File: src/rtl/proj_monitor_pkg.sv
// Shared state encoding and constants for the project result monitor.
// Verdict codes give benches a compact way to name the sticky outcome.
package proj_monitor_pkg;

   typedef enum logic [2:0] {
      ST_IDLE    = 3'd0,
      ST_RUN     = 3'd1,
      ST_PASS    = 3'd2,
      ST_FAIL    = 3'd3,
      ST_TIMEOUT = 3'd4
   } state_e;

   localparam logic [31:0] DEFAULT_PASS_CODE = 32'h0000_0001;
   localparam logic [31:0] DEFAULT_FAIL_CODE = 32'h0000_0BAD;

   localparam logic [1:0] VERDICT_NONE    = 2'd0;
   localparam logic [1:0] VERDICT_PASS    = 2'd1;
   localparam logic [1:0] VERDICT_FAIL    = 2'd2;
   localparam logic [1:0] VERDICT_TIMEOUT = 2'd3;

   function automatic logic [1:0] verdict_of(input state_e st);
      logic [1:0] v;
      case (st)
         ST_PASS:    v = VERDICT_PASS;
         ST_FAIL:    v = VERDICT_FAIL;
         ST_TIMEOUT: v = VERDICT_TIMEOUT;
         default:    v = VERDICT_NONE;
      endcase
      return v;
   endfunction

endpackage

File: src/rtl/stable_match_counter.sv
// Counts consecutive match samples; hit fires combinationally on the sample that
// completes N in a row.
module stable_match_counter #(
   parameter int unsigned WIDTH = 3,
   parameter int unsigned N     = 4
) (
   input  logic clk,
   input  logic reset,
   input  logic clear,
   input  logic en,
   input  logic match,
   output logic hit
);

   localparam logic [WIDTH-1:0] LAST = WIDTH'(N - 1);

   logic [WIDTH-1:0] stab_q;
   logic [WIDTH-1:0] stab_d;

   assign hit = en && match && (stab_q == LAST);

   // Holds at LAST once reached so the count never runs past N-1.
   always_comb begin
      stab_d = stab_q;
      if (clear) begin
         stab_d = '0;
      end else if (en) begin
         if (!match) begin
            stab_d = '0;
         end else if (stab_q != LAST) begin
            stab_d = stab_q + WIDTH'(1);
         end
      end
   end

   always_ff @(posedge clk) begin
      if (reset) begin
         stab_q <= '0;
      end else begin
         stab_q <= stab_d;
      end
   end

endmodule

File: src/rtl/proj_result_monitor.sv
// Observer for the frame result buses: arms on start, then reports a sticky
// PASS / FAIL / TIMEOUT verdict along with RUN cycle and out2 activity counts.
module proj_result_monitor
   import proj_monitor_pkg::*;
#(
   parameter int unsigned         DATA_W         = 32,
   parameter logic [DATA_W-1:0]   PASS_CODE      = DATA_W'(DEFAULT_PASS_CODE),
   parameter logic [DATA_W-1:0]   FAIL_CODE      = DATA_W'(DEFAULT_FAIL_CODE),
   parameter int unsigned         STABLE_CYCLES  = 4,
   parameter int unsigned         TIMEOUT_CYCLES = 100000,
   parameter int unsigned         CNT_W          = 32
) (
   input  logic              clk,
   input  logic              reset,
   input  logic              start,
   input  logic [DATA_W-1:0] out1,
   input  logic [DATA_W-1:0] out2,
   output logic              busy,
   output logic              done,
   output logic              pass,
   output logic              fail,
   output logic              timeout,
   output logic [CNT_W-1:0]  cycle_count,
   output logic [15:0]       out2_changes,
   output logic [DATA_W-1:0] final_out2
);

   localparam int unsigned      STAB_W       = $clog2(STABLE_CYCLES + 1);
   localparam logic [CNT_W-1:0] TIMEOUT_LAST = CNT_W'(TIMEOUT_CYCLES - 1);

   if (PASS_CODE == FAIL_CODE) begin : g_code_clash
      $error("proj_result_monitor: PASS_CODE and FAIL_CODE must differ");
   end
   if (STABLE_CYCLES < 1) begin : g_stable_range
      $error("proj_result_monitor: STABLE_CYCLES must be at least 1");
   end
   if (TIMEOUT_CYCLES < 2) begin : g_timeout_range
      $error("proj_result_monitor: TIMEOUT_CYCLES must be at least 2");
   end

   state_e            state_q;
   state_e            state_d;
   state_e            verdict;
   logic [CNT_W-1:0]  cnt_q;
   logic [CNT_W-1:0]  cnt_d;
   logic [15:0]       chg_q;
   logic [15:0]       chg_d;
   logic [DATA_W-1:0] prev_q;
   logic [DATA_W-1:0] prev_d;
   logic [DATA_W-1:0] final_q;
   logic [DATA_W-1:0] final_d;
   logic              stab_clear;
   logic              running;
   logic              pass_hit;

   assign running = (state_q == ST_RUN);

   stable_match_counter #(
      .WIDTH (STAB_W),
      .N     (STABLE_CYCLES)
   ) u_stable (
      .clk   (clk),
      .reset (reset),
      .clear (stab_clear),
      .en    (running),
      .match (out1 == PASS_CODE),
      .hit   (pass_hit)
   );

   // Verdict priority on the current sample: FAIL, then PASS, then TIMEOUT.
   always_comb begin
      verdict = ST_RUN;
      if (out1 == FAIL_CODE) begin
         verdict = ST_FAIL;
      end else if (pass_hit) begin
         verdict = ST_PASS;
      end else if (cnt_q == TIMEOUT_LAST) begin
         verdict = ST_TIMEOUT;
      end
   end

   always_comb begin
      state_d    = state_q;
      cnt_d      = cnt_q;
      chg_d      = chg_q;
      prev_d     = prev_q;
      final_d    = final_q;
      stab_clear = 1'b0;
      unique case (state_q)
         ST_IDLE: begin
            if (start) begin
               state_d    = ST_RUN;
               cnt_d      = '0;
               chg_d      = '0;
               prev_d     = out2;
               stab_clear = 1'b1;
            end
         end
         ST_RUN: begin
            // Counters take this sample's increment even on the verdict edge.
            cnt_d = (cnt_q == '1) ? cnt_q : cnt_q + CNT_W'(1);
            if ((out2 != prev_q) && (chg_q != 16'hFFFF)) begin
               chg_d = chg_q + 16'd1;
            end
            prev_d = out2;
            if (verdict != ST_RUN) begin
               state_d = verdict;
               final_d = out2;
            end
         end
         ST_PASS, ST_FAIL, ST_TIMEOUT: begin
            state_d = state_q;
         end
         default: begin
            state_d = ST_IDLE;
         end
      endcase
   end

   always_ff @(posedge clk) begin
      if (reset) begin
         state_q <= ST_IDLE;
         cnt_q   <= '0;
         chg_q   <= '0;
         prev_q  <= '0;
         final_q <= '0;
      end else begin
         state_q <= state_d;
         cnt_q   <= cnt_d;
         chg_q   <= chg_d;
         prev_q  <= prev_d;
         final_q <= final_d;
      end
   end

   assign busy         = running;
   assign pass         = (state_q == ST_PASS);
   assign fail         = (state_q == ST_FAIL);
   assign timeout      = (state_q == ST_TIMEOUT);
   assign done         = pass || fail || timeout;
   assign cycle_count  = cnt_q;
   assign out2_changes = chg_q;
   assign final_out2   = final_q;

endmodule

File: config.mk
export PLATFORM = sky130hd
export DESIGN_NAME = proj_result_monitor
export DESIGN_NICKNAME = d
export VERILOG_FILES = /design/src/rtl/proj_monitor_pkg.sv /design/src/rtl/stable_match_counter.sv /design/src/rtl/proj_result_monitor.sv
export SDC_FILE = /design/constraint.sdc
export NUM_CORES = 1
export LEC_CHECK = 0
export BUFFER_PORTS_ARGS = -buffer_cell sky130_fd_sc_hd__buf_2
export CORE_MARGIN = 2
export CORE_UTILIZATION = 58
export CTS_BUF_LIST = sky130_fd_sc_hd__clkbuf_8
export CTS_CLUSTER_DIAMETER = 30
export DETAILED_ROUTE_END_ITERATION = 16
export GPL_ROUTABILITY_DRIVEN = 0
export PLACE_DENSITY = 0.93
export SLEW_MARGIN = 20
export SYNTH_ARGS = -nofsm -noshare
export SYNTH_HDL_FRONTEND = slang
export SYNTH_SLANG_ARGS = --single-unit
File: constraint.sdc
create_clock -name clk -period 3.4 [get_ports clk]
set_input_delay 0.34 -clock clk [delete_from_list [all_inputs] [get_ports clk]]
set_output_delay 0.34 -clock clk [all_outputs]
set_load 0.005 [all_outputs]
=== Yosys cells after proc, flatten, opt, wreduce, memory -nomap -nowiden ===
Index checks and enable logic that the tools add are counted.
W data, S select, Z words.

* Bits of input ports: 67
* Memories: 0
* RAM bits: 0
* Bits in latches: 0
* ROM bits: 0
* Register bits: 118

* Shift-type cells: 0
* $add $sub $neg: 3
* Reduce and logical (&&, ||, !) cells: 15
* $mul: 0
* Eq/ne operators: 18
* Bitwise operators: 1
* Order comparisons: 0
* Multiplexer cells: 18
* Div/mod/pow operators: 0

{| class="wikitable"
|+ Operators with widths
! cell !! number
|-
| $pmux W32 S2 || 2
|-
| $mux W32 || 3
|-
| $add A32 B1 Y32 const B || 1
|-
| $eq A32 B1 Y1 const B || 1
|-
| $eq A32 B12 Y1 const B || 1
|-
| $eq A32 B17 Y1 const B || 1
|-
| $eq A32 B32 Y1 const B || 1
|-
| $mux W16 || 2
|-
| $ne A32 B32 Y1 || 1
|-
| $pmux W16 S2 || 1
|-
| $mux W3 || 7
|-
| $add A16 B1 Y16 const B || 1
|-
| $ne A16 B16 Y1 const B || 1
|-
| $ne A2 B2 Y1 const B || 5
|-
| $eq A3 B2 Y1 const B || 3
|-
| $pmux W3 S3 || 1
|-
| $reduce_and A3 Y1 || 3
|-
| $reduce_and A2 Y1 || 3
|-
| $add A3 B1 Y3 const B || 1
|-
| $eq A3 B1 Y1 const B || 1
|-
| $eq A3 B3 Y1 const B || 1
|-
| $logic_and A1 B1 Y1 || 3
|-
| $logic_not A3 Y1 || 1
|-
| $ne A3 B1 Y1 const B || 1
|-
| other kinds (7) || 9
|}

=== Depth between registers and ports, before layout ===
Gate-level depths: netlist (run 1).

* Word-level depth: 8
* Depth in mapped cells: 9
* Gate-level depth less buffers: 9

=== By module ===
From an unflattened synthesis (run 1), not the netlist that was laid out.

* Cells, all modules: 670
* Area total of the unflattened synthesis: 5636.7 µm²

{| class="wikitable"
|+ Modules (own cells, without submodules)
! module !! sequential area each (µm²) !! cells an instance !! area each (µm²) !! times used
|-
| proj_result_monitor || 2302.2 || 652 || 5460.2 || 1
|-
| stable_match_counter || 60.1 || 18 || 176.4 || 1
|}

=== Worst setup path before layout (run 1) ===
OpenSTA, ideal clock, no wires.

* Path type: flip-flop to flip-flop
* Start point: reg cnt_q[0], in the netlist cycle_count[0]
* End point: reg final_q[10], in the netlist final_out2[10]
* Arrival time: 1789 ps
* Slack: 1467 ps
* Buffers on the path: 1
* Stages on the path, launching flop included: 10
* Clock period less this slack: 1933 ps
* Cell sequence: dfxtp_1 > ha_1 > and3_2 > nand4_1 > nor4_2 > a21oi_2 > nand2b_4 > buf_2 > nand2_1 > a21oi_2

* Cells in the longest elaborated chain, start to end: 6

{| class="wikitable"
|+ Ends and longest elaborated chain
! item !! line !! RTL
|-
| start: declaration || proj_result_monitor.sv:44 || <nowiki>logic [CNT_W-1:0] cnt_q;</nowiki>
|-
| start signal: assignment || proj_result_monitor.sv:129 || <nowiki>cnt_q <= cnt_d;</nowiki>
|-
| $eq A32 B17 Y1 || proj_result_monitor.sv:77 || <nowiki>end else if (cnt_q == TIMEOUT_LAST) begin</nowiki>
|-
| $mux W3 || proj_result_monitor.sv:77 ||
|-
| $mux W3 || proj_result_monitor.sv:75 || <nowiki>end else if (pass_hit) begin</nowiki>
|-
| $mux W3 || proj_result_monitor.sv:73 || <nowiki>if (out1 == FAIL_CODE) begin</nowiki>
|-
| $ne A3 B1 Y1 || proj_result_monitor.sv:106 || <nowiki>if (verdict != ST_RUN) begin</nowiki>
|-
| $reduce_and A2 Y1 (no source line) || - ||
|-
| end signal: assignment || proj_result_monitor.sv:132 || <nowiki>final_q <= final_d;</nowiki>
|-
| end: declaration || proj_result_monitor.sv:50 || <nowiki>logic [DATA_W-1:0] final_q;</nowiki>
|}

Every way passes these cells.
A chain may end at the register's enable or synchronous reset.

=== Worst setup path after layout (run 1) ===
* Start point: reg cnt_q[0], in the netlist cycle_count[0]
* End point: reg final_q[9], in the netlist final_out2[9]

The elaborated chain is that of the path after synthesis.

==> summary.txt, run 1 <==
Setup path
  • CP Class: flop to flop
  • R2R Setup Slk: 0.71 ns
  • Critical-path cell list: ha_1 > and3_2 > nand4_1 > nor4_2 > a21oi_2 > nor2_4 > nand2_1 > a21oi_2
  • Worst Path Arrival: 3.05 ns
  • Most used cell, CP: a21oi_2
  • Critical path's top delay family: simple AND/OR/NAND/NOR gates
  • Reg2reg start: cycle_count[0]$_SDFFE_PP0P_
  • Worst Path Max Fanout: 32
  • CP Launch Point: cycle_count[0]$_SDFFE_PP0P_
  • Critical Path End Type: flop
  • Crit path largest cell delay: 0.59 ns
  • Worst path slowest cell: nor2_4
  • Startpoint Class: flop
  • Worst path buffer plus inverter count: 0
  • Data required, critical path: 3.76 ns

Floorplan
  • FP Rows: 35
  • Starting density of the core: 59.52%
  • Die area: 10230 um^2
  • Top-Level Pins: 152
  • Die W: 101.2 um
  • Die H: 101.2 um
  • Core area: 9196 um^2

Pwr
  • Clock network fraction of total power: 43.8%
  • Max VDD drop: 318.5 uV
  • Leak: 2.738 nW
  • Sequential share of power: 47.8%
  • Combinational power share: 8.3%
  • P_sw: 817.2 uW
  • P per Cell Area: 452.5 nW/um^2
  • Net Sw Frac: 27.04%
  • Int Power: 2.205 mW

Synth
  • YS warnings: 0
  • Sequential area share after synthesis: 43.15%
  • FF+latch count, synth: 118
  • Async SR Flop Fraction: 0%
  • Mapped Cells: 662
  • Post-Syn Area: 5474 um^2
  • Dominant synthesized flop cell: dfxtp_1
  • Syn Nets: 733
  • Netlist cell types: 54
  • Mean Syn Cell Area: 8.269 um^2
  • EDFF count, synth: 0

GRT
  • Vias in the first global route: 5084
  • Global-route wire length before repair: 23580 um
  • Overall routing resource usage: 29.21%
  • GRT Residual Overflow: 0
  • Largest net degree at the start of global routing: 75
  • Initial antenna violation count: 1

Place
  • PortBufs: 151
  • DP Wirelength: 10520 um

Final layout
  • Commonest cells after routing, fill and taps aside: nand2_1, buf_2, dfxtp_1, a21oi_1, nor2_1
  • Commonest non-fill, non-tap cell in the layout: nand2_1
  • Fraction of layout cells with a size suffix above 1: 29.63%
  • Area growth, synth to finish: 22.01%
  • Register cell area after layout: 2362 um^2
  • Multi-input gate area: 2947 um^2
  • Fillcell total: 655
  • Number of nets in the layout: 878

Clock network
  • Reg clk slew, reported paths: 0.08 ns
  • H-tree depth: 4
  • CTS Buf Count: 17
  • Sink Count: 118
  • Clock Path Buffers: 2
  • CTS tree: built
  • # Post-CTS Setup Buffers: 0
  • Worst-skew pair later-pin latency: 0.44 ns
  • Post-cts resize count: 0
  • Hold Buf Count CTS: 0
  • Clock root cell: clkbuf_8

Timing
  • Fin. Hold Viols: 0
  • Final min period: 2.689 ns
  • Setup TNS: 0 ns
  • Fin Hold WS: 0.1651 ns
  • Clk_skew: 0.01121 ns
  • Peak Freq: 371.9 MHz
  • RSZ-0062 raised after global routing: no
  • Final setup vio count: 0
  • Measured slew at the worst slew-check pin: 0.9193 ns
  • Fin crit share: 79.08%
  • Slew HR: 38.71%
  • Slew Limit Fails: 0

Status
  • Status: completed

Route
  • # DRC: 0
  • Post-DR vias/cell: 5.779
  • ANT nets after route: 0
  • Drt wl/cell: 16.02 um
  • Total number of vias: 5386
  • Final wirelength: 14930 um
  • DRT iter0 DRCs: 400
  • Pre-antenna DRT Iters: 5

Min path
  • HP Class: input port to flop
  • Worst Min Path Start: out2[13]

Job
  • Total of max-cap violations: 0
[per-layer routing]
layer,share of wire (%),global-route usage (%),up-vias
met2,49,48.55,232
met3,6.6,7.522,39
met1,41,35.45,2542
met5,0,0,-
met4,2.9,13.72,0
li1,-,-,2573
[state kept, by name (all words and copies together) (netlist names)]
| register | cells |
|---|---|
| final_out2 | 32 |
| prev_q | 32 |
| out2_changes | 16 |
| u_stable.stab_q | 3 |
| cycle_count | 32 |
| state_q | 3 |
[Yosys cell counts, drive strengths merged, types with 2 or more instances]
| cell | n | area, um^2 |
|---|---|---|
| clkbuf | 18 | 67.56 |
| nor2 | 52 | 207.7 |
| o31ai | 2 | 15.01 |
| inv | 8 | 30.03 |
| nor4 | 14 | 108.9 |
| and4 | 4 | 38.79 |
| o21ai | 15 | 75.07 |
| nand3b | 3 | 22.52 |
| xor2 | 23 | 201.4 |
| nand3 | 26 | 140.1 |
| nor4b | 2 | 32.53 |
| and2 | 3 | 20.02 |
| o211ai | 4 | 30.03 |
| ha | 4 | 50.05 |
| dfxtp | 118 | 2362 |
| nand2b | 4 | 32.53 |
| nor3 | 7 | 40.04 |
| and3 | 7 | 45.05 |
| or3 | 10 | 62.56 |
| nand2 | 163 | 626.9 |
| xnor2 | 38 | 332.8 |
| nand4 | 27 | 190.2 |
| a21oi | 83 | 535.5 |
| a31oi | 2 | 12.51 |
| or4 | 7 | 52.55 |
| buf | 11 | 71.32 |
[power by group through the flow]
| stage | clock, mW | combinational, mW | sequential (mW) |
|---|---|---|---|
| floorplan | 0 | 0.148 | 1.47 |
| detailed placement | 0 | 0.245 | 1.48 |
| global placement | 0 | 0.233 | 1.47 |
| global route | 1.40 | 0.275 | 1.45 |
| finish | 1.32 | 0.252 | 1.45 |
| CTS | 1.32 | 0.248 | 1.44 |
[tightest hold or removal path, stage by stage]
cell and delay (ns):
buf_2 0.12, nand2_1 0.05, a21oi_1 0.05
[stage by stage]
| stage | instance area [um^2] | power (mW) | setup slack [ns] | utilization, % | instances |
|---|---|---|---|---|---|
| floorplan | 5474 | 1.617 | 1.467 | - | 662 |
| global placement | 6264 | 1.705 | 1.013 | 68.11 | 899 |
| detailed placement | 6264 | 1.720 | 0.7643 | 68.11 | 899 |
| CTS | 6676 | 3.017 | 0.7619 | 72.60 | 931 |
| global route | 6679 | 3.119 | 0.5717 | 72.63 | 932 |
| finish | 6679 | 3.022 | 0.7111 | 72.63 | 932 |
[layout make-up]
class                      instances  share of cell area, %
tap                              111                  2.079
antenna                            1                0.03747
inverter                           8                 0.4496
sequential                       118                  35.37
clock buffer                      18                  3.709
multi-input combinational        507                  44.12
timing repair buffer             155                  11.76
clock inverter                    14                  2.473
[cells by family (layout without fill, tap and decap cells)]
group	Yosys count	after routing	share of synthesized area [%]
buffers and inverters	37	195	3.086
other	0	1	0
XOR/XNOR	61	61	9.760
AO/OA/AOI/OAI	110	110	12.91
adder cells (fa/ha/maj)	4	4	0.9143
AND/OR/NAND/NOR	331	331	29.99
multiplexers	1	1	0.1829
flip-flops	118	118	43.15
[final timing paths]
kind	endpoint	cells after the start
hold / removal	prev_q[13]$_SDFFE_PP0P_	3
setup reg to reg	final_out2[9]$_SDFFE_PP0P_	8
setup / recovery	final_out2[9]$_SDFFE_PP0P_	8
hold reg to reg	u_stable.stab_q[2]$_SDFFE_PP0P_	2
Power figures use the tool's default switching activity.
==> run 2, diff against run 1 <==
Settings changed: CORE_UTILIZATION 58 to 54, PLACE_DENSITY 0.93 to 0.88.
Clock period 3.4 ns to 2.7 ns, I/O delays scaled along.
==> run 2 against run 1 <==
First-iteration DRC count is 9.5% lower; sequential cell count stayed put; count of clock-buffer cells in the layout is 1 higher; clock power is 9.8% higher; cell area is 0.19% lower; via count is 0.89% lower; combinational power is 24% higher; critical path type unchanged; highest routed layer unchanged.
==> summary.txt, run 2 (synthesis gave the netlist of run 1 again) <==
Min path
  • HP Class: input port to flop

Setup path
  • R2R Setup Slk: 0.31 ns
  • Worst Path Max Fanout: 32
  • Startpoint Class: flop
  • Most used cell, CP: a21oi_2
  • Critical path's top delay family: simple AND/OR/NAND/NOR gates
  • Worst Path Arrival: 2.74 ns
  • Worst path slowest cell: nor4_2
  • Critical Path End Type: flop
  • Critical-path cell list: ha_1 > and3_2 > nand4_1 > nor4_2 > a21oi_2 > nor2_4 > buf_4 > nand2_1 > a21oi_2
  • CP Class: flop to flop
  • Crit path largest cell delay: 0.46 ns
  • Data required, critical path: 3.06 ns
  • Worst path buffer plus inverter count: 1

Final layout
  • Fraction of layout cells with a size suffix above 1: 29.68%
  • Number of nets in the layout: 880
  • Post-route design area: 6666 um^2
  • Area growth, synth to finish: 21.78%
  • Commonest non-fill, non-tap cell in the layout: nand2_1
  • Fillcell total: 776
  • Commonest cells after routing, fill and taps aside: nand2_1, buf_2, dfxtp_1, a21oi_1, nor2_1
  • Antenna cells: 0

Timing
  • Setup TNS: 0 ns
  • Measured slew at the worst slew-check pin: 0.8680 ns
  • Fin. Hold Viols: 0
  • Peak Freq: 418.8 MHz
  • Clk_skew: 0.01717 ns
  • Final min period: 2.388 ns
  • Final setup vio count: 0
  • Slew Limit Fails: 0
  • Slew HR: 42.13%
  • Fin crit share: 88.43%
  • RSZ-0062 raised after global routing: no
  • Final setup margin: 0.3123 ns

Clock network
  • Hold Buf Count CTS: 0
  • Post-cts resize count: 0
  • H-tree depth: 4
  • Clock root cell: clkbuf_8
  • CTS tree: built
  • Clock Path Buffers: 2
  • CTS Buf Count: 17
  • Reg clk slew, reported paths: 0.07 ns
  • # Post-CTS Setup Buffers: 0
  • Worst-skew pair later-pin latency: 0.43 ns
  • Sink Count: 118

Place
  • Dpl ws: 0.3343 ns
  • DP Wirelength: 10580 um
  • PortBufs: 151
  • Dpl cell area: 6306 um^2

Route
  • Met2 wire length: 7121 um
  • Final wirelength: 14590 um
  • Pre-antenna DRT Iters: 5
  • Total number of vias: 5338
  • DR WL met3: 908 um
  • Top sig layer: met4
  • # DRC: 0
  • Drt wl/cell: 15.27 um
  • DRT iter0 DRCs: 362
  • Post-Route M1 WL: 6125 um
  • ANT nets after route: 0
  • Post-DR vias/cell: 5.590

Job
  • Total of max-cap violations: 0

Pwr
  • P per Cell Area: 537.7 nW/um^2
  • Max VDD drop: 320.6 uV
  • Leak: 2.713 nW

Floorplan
  • Core area: 9819 um^2
  • Top-Level Pins: 152
  • Die W: 104.7 um
  • Die area: 10960 um^2
  • Die H: 104.7 um
  • Starting density of the core: 55.75%
  • FP Rows: 36

GRT
  • Largest net degree at the start of global routing: 68
  • Overall routing resource usage: 26.61%
  • Initial antenna violation count: 0
  • GRT Residual Overflow: 0
  • Vias in the first global route: 5132
  • Global-route wire length before repair: 23770 um

Status
  • Status: completed
run 2: cell types whose count changed in the layout (fill, tap and decap cells not counted):
cell	delta
clkinv_4	-3
inv_8	-2
bufinv_16	-2
inv_6	+1
inv_1	+1
clkbuf_8	+1
buf_4	+2
clkinvlp_4	+4
diode_2	-1
run 2: cell type report:
type	count	area, um^2	share of cell area, %
clock buffers	19	261.5	3.923
inverters	8	30.03	0.4505
flip-flops and latches	118	2362	35.44
well taps	133	166.4	2.496
repair buffers	157	800.8	12.01
clock inverters	13	98.84	1.483
multi-input cells	507	2947	44.20
run 2: worst min-delay path, cell delays in order:
cell	delay [ns]
buf_2	0.12
nand2_1	0.05
a21oi_1	0.05
run 2: through the flow:
stage	utilization [%]	power (mW)	instances	hold WS (ns)
floorplan	-	2.037	662	0.4037
global placement	64.22	2.150	923	0.4378
detailed placement	64.22	2.166	923	0.4481
CTS	67.89	3.600	955	0.08994
global route	67.89	3.721	955	0.1024
finish	67.89	3.584	955	0.1063
run 2: worst paths after layout:
path / start / endpoint / cells after the start
worst max register to register: cycle_count[0]$_SDFFE_PP0P_ / final_out2[16]$_SDFFE_PP0P_ / 9
worst max-delay path: cycle_count[0]$_SDFFE_PP0P_ / final_out2[16]$_SDFFE_PP0P_ / 9
worst min register to register: final_out2[0]$_SDFFE_PP0P_ / final_out2[0]$_SDFFE_PP0P_ / 2
worst min-delay path: out2[21] / prev_q[21]$_SDFFE_PP0P_ / 3
run 2: where the power goes:
| group | switching, mW | total, mW | internal (mW) | leakage [nW] |
|---|---|---|---|---|
| logic | 0.189 | 0.313 | 0.125 | 1.58 |
| clock network | 0.758 | 1.45 | 0.692 | 0.173 |
| registers | 0.0383 | 1.82 | 1.78 | 0.959 |
run 2: layer usage:
metal | vias up | track usage [%]
met5 | - | 0
met4 | 0 | 11.43
met3 | 32 | 5.989
met2 | 232 | 44.44
met1 | 2501 | 33.01
li1 | 2573 | -
==> run 3, diff against run 2 <==
Settings changed: CORE_UTILIZATION 54 to 55, GPL_TIMING_DRIVEN set to 0, PLACE_DENSITY 0.88 to 0.89, SYNTH_HIERARCHICAL set to 1.
==> run 3 against run 2 <==
Synthesized cell count grew 1.2%; clock skew down 0.0017 ns; highest routed layer unchanged; synthesized area grew 3.0%; critical path type unchanged; sequential power about the same; worst hold slack worse by 0.010 ns; critical path depth unchanged; wire length is 1.1% higher.
==> summary.txt, run 3 <==
Status
  • Status: completed

Route
  • Final wirelength: 14750 um
  • Pre-antenna DRT Iters: 5
  • Post-DR vias/cell: 5.581
  • ANT nets after route: 0
  • # DRC: 0
  • Total number of vias: 5520
  • Drt wl/cell: 14.91 um
  • DRT iter0 DRCs: 385

Synth
  • Syn Nets: 741
  • Netlist cell types: 50
  • Leading area contributor after synthesis: dfxtp_1
  • Mapped Cells: 670
  • Post-Syn Area: 5637 um^2
  • Post-synth top area share: 41.91%
  • Sequential area share after synthesis: 41.91%
  • Dominant synthesized flop cell: dfxtp_1
  • Async SR Flop Fraction: 0%
  • Top-count cell post-synth: dfxtp_1
  • EDFF count, synth: 0
  • Main area contributors after synthesis: dfxtp_1, mux2i_1, xnor2_1, nand2_1, nor2_1
  • Mean Syn Cell Area: 8.413 um^2
  • Synth top cells by count: dfxtp_1, nand2_1, nor2_1
  • FF+latch count, synth: 118
  • YS warnings: 6

Floorplan
  • FP Rows: 36
  • Starting density of the core: 57.14%
  • Die H: 105.2 um
  • Die W: 105.2 um
  • Core area: 9864 um^2
  • Top-Level Pins: 152
  • Die area: 11070 um^2

Timing
  • Slew Limit Fails: 0
  • Fin. Hold Viols: 0
  • Peak Freq: 391.0 MHz
  • RSZ-0062 raised after global routing: no
  • Clk_skew: 0.01543 ns
  • Final setup vio count: 0
  • Final min period: 2.558 ns
  • Slew HR: 37.76%
  • Measured slew at the worst slew-check pin: 0.9264 ns
  • Fin crit share: 94.73%
  • Setup TNS: 0 ns

Job
  • Total of max-cap violations: 0

GRT
  • Largest net degree at the start of global routing: 17
  • Overall routing resource usage: 26.34%
  • GRT Residual Overflow: 0
  • Initial antenna violation count: 1
  • Global-route wire length before repair: 24020 um
  • Vias in the first global route: 5163

Pwr
  • Leak: 3.118 nW
  • Total power: 3.811 mW
  • Max VDD drop: 512.7 uV
  • P per Cell Area: 543.0 nW/um^2

Final layout
  • Register cell area after layout: 2362 um^2
  • Area growth, synth to finish: 24.53%
  • Number of nets in the layout: 913
  • Commonest non-fill, non-tap cell in the layout: buf_2
  • Multi-input gate area: 3088 um^2
  • Fraction of layout cells with a size suffix above 1: 24.44%
  • Fin util: 71.16%
  • Fillcell total: 789
  • Commonest cells after routing, fill and taps aside: buf_2, dfxtp_1, nand2_1, nor2_1, a21oi_1

Setup path
  • Critical Path End Type: flop
  • Crit path largest cell delay: 0.61 ns
  • Critical path's top delay family: simple AND/OR/NAND/NOR gates
  • Critical-path cell list: ha_1 > and2_1 > nand3_1 > nor4_2 > o31ai_4 > buf_4 > clkbuf_4 > mux2i_1 > nor2_1
  • CP Class: flop to flop
  • Startpoint Class: flop
  • Worst path slowest cell: nor4_2
  • Worst Path Arrival: 2.87 ns
  • Data required, critical path: 3.01 ns
  • Worst Path Max Fanout: 10
  • Worst path buffer plus inverter count: 2

Clock network
  • Clock root cell: clkbuf_8
  • CTS Buf Count: 17
  • Reg clk slew, reported paths: 0.09 ns
  • CTS tree: built
  • Hold Buf Count CTS: 0
  • Sink Count: 118
  • H-tree depth: 4
  • Worst-skew pair later-pin latency: 0.43 ns
  • Clock Path Buffers: 2

Place
  • PortBufs: 151
  • DP Wirelength: 10550 um

Min path
  • HP Class: input port to flop
-- run 3: cell count changes after synthesis, moves of 5 or more --
cell / previous run / this run
o21ai_0: 14 / 2
a21oi_2: 32 / 2
nor3_1: 6 / 13
o21ai_1: 1 / 10
nor2_1: 49 / 88
xnor2_1: 38 / 48
mux2i_1: 1 / 42
xor2_1: 23 / 11
or4_1: 7 / 1
and3_1: 6 / 12
nor4_1: 12 / 21
nand2_1: 159 / 97
clkbuf_1: 18 / 24
or3b_1: 0 / 5
-- run 3: tightest hold or removal path: stages --
cell and delay (ns):
buf_2 0.12, nand2_1 0.05, a21oi_1 0.05
-- run 3: worst paths after layout --
kind	startpoint	endpoint	slack [ns]	cells after the start
hold / removal	out2[29]	prev_q[29]$_SDFFE_PP0P_	0.1	3
setup / recovery	cycle_count[0]$_SDFFE_PP0P_	final_out2[15]$_SDFFE_PP0P_	0.14	9
hold reg to reg	prev_q[28]$_SDFFE_PP0P_	prev_q[28]$_SDFFE_PP0P_	0.47	2
setup reg to reg	cycle_count[0]$_SDFFE_PP0P_	final_out2[15]$_SDFFE_PP0P_	0.14	9
-- run 3: final cells by class --
cell class	instances	area share (%)
multi-input combinational	507	43.99
sequential	118	33.65
buffer	35	2.513
inverter	10	0.5348
antenna	1	0.03565
timing repair buffer	153	10.98
clock inverter	15	2.585
tap	133	2.371
clock buffer	17	3.333
-- run 3: routing by layer --
metal  up-vias  wire, um  global-route usage, %
met1      2591      6160                  33.67
met3        22      1070                  5.999
met2       219      7344                  43.96
met4         0       171                  8.571
li1       2688         -                      -
met5         -         0                      0
-- run 3: cells by family after synthesis --
kind of cell | count (synthesis) | share of synthesized area, %
simple gates | 324 | 28.79
flops | 118 | 41.91
compound gates | 78 | 8.125
xor+xnor | 59 | 9.167
buf+inv | 45 | 3.663
mux | 42 | 7.458
fa+ha+maj | 4 | 0.8879
-- run 3: repair_timing --
action	4_1_cts	5_1_grt
endpoints found under the hold margin	0	0
cloned	0	0
buffers inserted	0	2
gates resized for setup	3	3
pin swaps	0	1
setup endpoints to repair	32	30
-- run 3: per-stage QoR --
step	area (um^2)	instances	hold WS [ns]	worst slack, ns
final	7019	989	0.09589	0.1422
after detailed placement	6559	954	0.4598	-0.3935
after CTS	6994	986	0.08055	0.02322
after global placement	6559	954	0.4547	-0.3876
after global routing	7019	989	0.08491	0.00008593
after floorplan	5637	670	0.4060	0.4212
-- run 3: where the power goes --
group | total [mW] | internal, mW | leakage (nW) | switching (mW)
Clock | 1.68 | 0.860 | 0.212 | 0.825
Combinational | 0.323 | 0.132 | 1.95 | 0.191
Sequential | 1.80 | 1.78 | 0.958 | 0.0274
Total | 3.81 | 2.77 | 3.12 | 1.04
